--- config.mk ---
export PLATFORM = sky130hd
export DESIGN_NAME = fir_decim_out
export DESIGN_NICKNAME = d
export VERILOG_FILES = /design/src/rtl/fir_decim_out.sv
export SDC_FILE = /design/constraint.sdc
export NUM_CORES = 1
export LEC_CHECK = 0
export ABC_AREA = 1
export BUFFER_PORTS_ARGS = -buffer_cell sky130_fd_sc_hd__buf_2
export CAP_MARGIN = 10
export CORE_ASPECT_RATIO = 0.9
export CORE_UTILIZATION = 55
export DETAILED_ROUTE_END_ITERATION = 6
export PLACE_DENSITY = 0.77
export SYNTH_ARGS = -nofsm -noshare
export SYNTH_HDL_FRONTEND = slang
export SYNTH_SLANG_ARGS = --single-unit
--- constraint.sdc ---
create_clock -name Clk -period 1.9 [get_ports Clk]
set_input_delay 0.19 -clock Clk [delete_from_list [all_inputs] [get_ports Clk]]
set_output_delay 0.19 -clock Clk [all_outputs]
set_load 0.03 [all_outputs]
--- src/rtl/fir_decim_out.sv ---
// fir_decim_out
// Output stage behind the 3-tap FIR. It block-averages every DECIM valid
// samples (boxcar decimation), applies a round-half-up right shift of
// L+SHIFT bits and saturates the result to 8 bits. Results are queued in a
// show-ahead FIFO, so a slow consumer never stalls the filter.
//
// Parameters:
//   DECIM  decimation factor, power of two 1..16 (L = log2(DECIM))
//   SHIFT  extra scaling right shift after averaging, 0..8
//   DEPTH  FIFO depth in words, power of two 2..16 (A = log2(DEPTH))
// Ports:
//   Clk         clock, rising edge
//   Rst         synchronous active-high reset
//   Yin         16-bit unsigned filtered sample
//   Yin_valid   Yin carries a new sample this cycle
//   Dout        FIFO head word (0 while empty)
//   Dout_valid  FIFO non-empty
//   Dout_ready  consumer takes Dout this cycle
//   Fill        registered FIFO occupancy, 0..DEPTH
//   Ovf         sticky flag: a result was dropped on a full FIFO
module fir_decim_out #(
    parameter int DECIM = 4,
    parameter int SHIFT = 8,
    parameter int DEPTH = 4
) (
    input  logic                       Clk,
    input  logic                       Rst,
    input  logic [15:0]                Yin,
    input  logic                       Yin_valid,
    output logic [7:0]                 Dout,
    output logic                       Dout_valid,
    input  logic                       Dout_ready,
    output logic [$clog2(DEPTH):0]     Fill,
    output logic                       Ovf
);

    localparam int L  = $clog2(DECIM);
    localparam int A  = $clog2(DEPTH);
    localparam int N  = L + SHIFT;
    localparam int AW = 16 + L;
    localparam int SW = 17 + L;

    logic [AW-1:0] acc;
    logic          block_last;
    logic          produce;
    logic [SW-1:0] sum;
    logic [SW-1:0] r;
    logic [7:0]    result;

    logic [7:0]    mem [DEPTH];
    logic [A:0]    wr_ptr;
    logic [A:0]    rd_ptr;
    logic          full;
    logic          pop;
    logic          push;

    // Phase counter marks the last sample of each block. With DECIM=1 every
    // valid sample completes a block, so no counter exists at all.
    generate
        if (L > 0) begin : g_phase
            logic [L-1:0] ph;

            assign block_last = (ph == L'(DECIM - 1));

            always_ff @(posedge Clk) begin
                if (Rst) begin
                    ph <= '0;
                end else if (Yin_valid) begin
                    ph <= block_last ? '0 : ph + 1'b1;
                end
            end
        end else begin : g_no_phase
            assign block_last = 1'b1;
        end
    endgenerate

    assign produce = Yin_valid & block_last;

    // The completed block sum includes the current sample without waiting
    // for it to land in acc; acc restarts from zero for the next block.
    always_ff @(posedge Clk) begin
        if (Rst) begin
            acc <= '0;
        end else if (Yin_valid) begin
            acc <= block_last ? '0 : acc + AW'(Yin);
        end
    end

    assign sum = SW'(acc) + SW'(Yin);

    // One extra bit of headroom keeps the rounding carry when the sum is
    // near full scale (e.g. 4 x 0xFFFF rounds up to 256 before saturating).
    generate
        if (N > 0) begin : g_round
            assign r = (sum + (SW'(1) << (N - 1))) >> N;
        end else begin : g_no_round
            assign r = sum;
        end
    endgenerate

    assign result = (r > SW'(255)) ? 8'hFF : r[7:0];

    // A pop frees a slot in the same cycle, so a full FIFO still accepts a
    // push when the consumer is draining it.
    assign full       = (Fill == (A + 1)'(DEPTH));
    assign Dout_valid = (Fill != '0);
    assign pop        = Dout_valid & Dout_ready;
    assign push       = produce & (~full | pop);

    // Storage has no reset; Dout is masked while empty so it reads 0 then.
    always_ff @(posedge Clk) begin
        if (!Rst && push) begin
            mem[wr_ptr[A-1:0]] <= result;
        end
    end

    assign Dout = Dout_valid ? mem[rd_ptr[A-1:0]] : 8'h00;

    // Pointers wrap modulo 2*DEPTH; Fill is kept as its own register so the
    // occupancy seen by the consumer is a clean flop output.
    always_ff @(posedge Clk) begin
        if (Rst) begin
            wr_ptr <= '0;
            rd_ptr <= '0;
            Fill   <= '0;
            Ovf    <= 1'b0;
        end else begin
            if (push) begin
                wr_ptr <= wr_ptr + 1'b1;
            end
            if (pop) begin
                rd_ptr <= rd_ptr + 1'b1;
            end
            case ({push, pop})
                2'b10:   Fill <= Fill + 1'b1;
                2'b01:   Fill <= Fill - 1'b1;
                default: Fill <= Fill;
            endcase
            if (produce && !push) begin
                Ovf <= 1'b1;
            end
        end
    end

endmodule

## Word level (Yosys, flattened, before mapping)

Memory sizes are Yosys's and may differ from the RTL's. A register that Yosys moved wholly into a read port is not among the register bits.
Cells that the tools add are included.

- $add $sub $neg: 8
- Order comparisons: 1
- Equality and inequality tests: 4
- Mux-type cells: 9
- Bitwise logic cells: 5
- Reduce and logical (&&, ||, !) cells: 6

Operators by type and width:

| cell | number |
|---|---|
| $add 18x16->19 | 1 |
| $add 19x10->19 const B | 1 |
| $add 18x16->18 | 1 |
| $mux 18 | 1 |
| $mux 8 | 2 |
| $add 3x1->3 const B | 3 |
| $gt 9x8->1 const B | 1 |
| $mux 2 | 3 |
| $pmux 3 s2 | 1 |
| $eq 2x2->1 const B | 2 |
| $and 1x1->1 | 3 |
| $eq 3x3->1 const B | 1 |
| $reduce_bool 3->1 | 1 |
| $sub 3x1->3 const B | 1 |
| $add 2x1->2 const B | 1 |
| $eq 2x1->1 const B | 1 |
| $logic_and 1x1->1 | 2 |
| $logic_not 1->1 | 2 |
| $mux 1 | 2 |
| $reduce_bool 2->1 | 1 |
| $not 1->1 | 1 |
| $or 1x1->1 | 1 |

- Bits in registers: 30
- Bits in writable memories: 32
- Input bits: 20
- Output and inout port bits: 13
- Memories: 1

Memories:

| memory | depth | bits a word | rd ports | clocked after memory_dff | wr ports | line | RTL |
|---|---|---|---|---|---|---|---|
| mem | 4 | 8 | 1 | 1 | 1 | 50 | `logic [7:0] mem [DEPTH];` |

## Depth between registers and ports, before layout

- Word-level depth: 7
- Gate-level depth with buffers: 15

## Worst setup path after synthesis

OpenSTA, ideal clock, no wires.

- Path kind: flip-flop to flip-flop
- Start point: register acc[10]
- End point: memory mem[0][0], data pin
- Library setup time: 273 ps
- Data arrival time: 1826 ps
- Data required time: 1627 ps
- Setup slack: -199 ps
- Stages on the path, launching flop included: 10
- Path buffers: 0
- Cells stage by stage: dfxtp_1 > ha_1 > ha_1 > a21o_1 > a21oi_1 > nor2_1 > nor2_1 > nand3_1 > nand2_1 > nand2_1

- Cells in the longest elaborated chain, start to end: 4

RTL lines:

| what | line | RTL |
|---|---|---|
| start, declared | 43 | `logic [AW-1:0] acc;` |
| start signal, assigned | 85 | `acc <= block_last ? '0 : acc + AW'(Yin);` |
| $add 18x16->19 (*) | 89 | `assign sum = SW'(acc) + SW'(Yin);` |
| $add 19x10->19 (*) | 95 | `assign r = (sum + (SW'(1) << (N - 1))) >> N;` |
| $gt 9x8->1 | 101 | `assign result = (r > SW'(255)) ? 8'hFF : r[7:0];` |
| $mux 8 (*) | 101 |  |
| named net result[0] | 48 | `logic [7:0] result;` |
| end, declared | 50 |  |

The timed path passes the listed nets; every way through them passes the cells marked *.

## Worst setup path in the final report

- Start point: register acc[14]
- End point: memory mem[0][6], data pin

Same word-level chain as after synthesis.

==> reports/metrics.yaml <==
status:
  status: "complete, but fails checks"
  violations: "negative setup slack"
finish:
  nets: 795
  fin_area_um2: 6140
  antennaDiodeCount: 0
  utilization: 0.794
  regArea_um2: 1580
  multi_input_area_um2: 3050
  fillers: 471
  final_cells: 823
  drive_above_1_share: 0.360
  area_growth_pct: 36.6
synth:
  synth_top_family_by_area: "simple AND/OR/NAND/NOR gates"
  synth_seq_cells: 62
  syn_inst: 605
  synth.most_common_cell: "nand2_1"
  synth.top_cell.area_share: 0.214
  syn_nets: 678
  synthAdderAreaFrac: 0.173
  ys.flop_type: "edfxtp_1"
  postSynthAreaPerCell_um2: 7.43
  ys_warn_count: 0
  synth_area_leaders: "edfxtp_1 21%, dfxtp_1 13%, nand2_1 12%"
  synth-compound-area-share: 0.128
  synth_largest_area_cell: "edfxtp_1"
  ys_seq_area_frac: 0.347
  async_flop_share: 0
  synth-xor-area-share: 0.00195
  synthDistinctLibCells: 32
  synth_common_cells: "143 x nand2_1, 84 x inv_1, 80 x nor2_1"
  syn-cell-area_um2: 4490
  synth-edff-count: 32
  synthMuxAreaShare: 0
  synth-simple-area-share: 0.266
grt:
  antenna_found_initial: 0
  grt_start_max_net_pins: 19
  gr-usage-all-layers: 0.319
  grt_pass1_wl_um: 21300
  grt_pass1_vias: 4551
  gr-total-overflow: 0
timing:
  worst_slack_ps: -478
  relSlewSlack: 0.730
  min_period_over_period: 1.25
  clock.fmax_mhz: 421
  rsz0062_at_grt: "true"
  period_minus_slack_ps: 2380
  finalHoldViolCount: 0
  finClkSkew_ps: 20.0
  drv_slew: 0
  hold-worst-slack_ps: 146
  tns_ps: -13010
  worst_pin_slew_ps: 404
  setup_viol: 32
cts:
  htreeDepth: 3
  cts-root-buf: "clkbuf_8"
  cts.sinks: 62
  clkTransAtPathRegs_ps: 80
  cts_buffer_depth: 2
  hold_buffers: 0
  cts_tree: "yes"
  clk_latency_ps: 360
  numCtsBuffers: 9
placed_design:
  port_buffers: 32
  hpwl_um: 9110
  dpl_worst_slack_ps: -418
  gp_congestion: 0.894
  dp.cells: 793
  dpl-instance-area_um2: 5350
routing:
  ant_nets: 0
  routed_wl_um: 15000
  drt_iter0_drc: 445
  wire_per_inst_um: 18.2
  dr_total_vias: 4826
  drc: 0
  routed_via_density: 5.86
  drt_first_pass_iters: 5
worst_setup_path:
  end_kind: "flop"
  crit_arrival_ps: 2490
  start_kind: "flop"
  timing.rr.start: "acc[14]$_SDFFE_PP0P_"
  r2r_cells: 10
  rrSetupSlack_ps: -480
  critPathMaxFanout: 5
  reg2reg_to: "mem[0][6]$_DFFE_PP_"
  cpMaxStageDelayCell: "fa_2"
  crit_type: "flop to flop"
  cp_slowest_stage_delay_ps: 640
  crit_chain: "ha_4 > inv_1 > fa_2 > inv_1 > a21oi_1 > nand2_1 > a21oi_2 > nand3b_1 > nand2_1 > nand2_2"
  crit_required_ps: 2010
power_and_ir_drop:
  ir_drop_mv: 0.595
  p_leak_nw: 2.86
  p_per_area_nw_per_um2: 869
  power.total_mw: 5.34
floorplan:
  die_h_um: 87.8
  initial_core_util: 0.581
  ios: 33
  core_area_um2: 7730
  rows: 30
  die_area_um2: 8540
  chipWidth_um: 97.3
hold_path:
  hp-start: "Yin_valid"
  hold_end: "g_phase.ph[0]$_SDFFE_PP0P_"
  holdPathStages: 2
  holdCritPathClass: "primary input to flop"
flow_run:
  cap_violations: 0
[how the worst max path moves through the flow]
stage,endpoint,startpoint,cells past startpoint,slack [ps]
global route,mem[3][6]$_DFFE_PP_,acc[14]$_SDFFE_PP0P_,10,-550
detailed placement,mem[2][0]$_DFFE_PP_,acc[1]$_SDFFE_PP0P_,14,-420
global placement,mem[2][0]$_DFFE_PP_,acc[1]$_SDFFE_PP0P_,14,-310
floorplan,mem[0][7]$_DFFE_PP_,acc[7]$_SDFFE_PP0P_,12,-110
finish,mem[0][6]$_DFFE_PP_,acc[14]$_SDFFE_PP0P_,10,-480
CTS,mem[2][7]$_DFFE_PP_,acc[7]$_SDFFE_PP0P_,12,-290
[metal layers]
layer	vias to the layer above	part of all wire	track usage
met5	-	0	0
met4	0	0.056	0.142
met3	102	0.11	0.0607
met2	349	0.46	0.539
met1	2186	0.37	0.406
li1	2189	-	-
[sequential cells by signal (all words and copies together), names as in the netlist, named ones only]
signal and cells:
mem 32, acc 18, Fill 3, g_phase.ph 2, rd_ptr 2, wr_ptr 2, Ovf 1
[kinds of logic after synthesis]
kind of cell | after synthesis
adders and majority gates | 53
xor gates and xnor gates | 1
buffers and inverters | 98
AOI/OAI and AO/OA | 109
DFF | 62
and+or+nand+nor | 282
[layout by cell type, fill, tap and decap left out, drive strengths merged]
| master | n |
|---|---|
| a211oi | 1 |
| a21o | 2 |
| a21oi | 57 |
| a2bb2oi | 1 |
| a31oi | 1 |
| and2 | 4 |
| buf | 115 |
| bufinv | 3 |
| clkbuf | 9 |
| clkinv | 1 |
| dfxtp | 30 |
| edfxtp | 32 |
| fa | 15 |
| ha | 38 |
| inv | 92 |
| nand2 | 148 |
| nand3 | 33 |
| nand3b | 6 |
| nand4 | 5 |
| nor2 | 81 |
| nor3 | 4 |
| o21a | 1 |
| o21ai | 41 |
| o21bai | 5 |
| or2 | 1 |
| xor2 | 1 |
[worst max-delay path, delay by kind of cell (launching register included)]
family,cells,cell delay (ps)
AND/OR/NAND/NOR,4,430
adder cells (fa/ha/maj),2,780
AO/OA/AOI/OAI,2,400
flip-flops,1,360
buffers and inverters,2,160
[where the power goes]
part	switching, mW	internal (mW)
logic	1.36	0.854
clock network	0.617	0.890
registers	0.0792	1.53
[timing repair]
item,4_1_cts,5_1_grt
buffers inserted,6,8
pin swaps,14,29
gates resized for setup,34,97
setup endpoints to repair,37,39
[final cells by class]
| cell class | count | share of cell area |
|---|---|---|
| sequential | 62 | 0.257 |
| multi-input combinational | 445 | 0.497 |
| clock buffer | 9 | 0.0202 |
| timing repair buffer | 115 | 0.131 |
| tap | 96 | 0.0196 |
| clock inverter | 7 | 0.0204 |
| inverter | 89 | 0.0552 |
No activity file was read; power rests on OpenSTA's default activity.
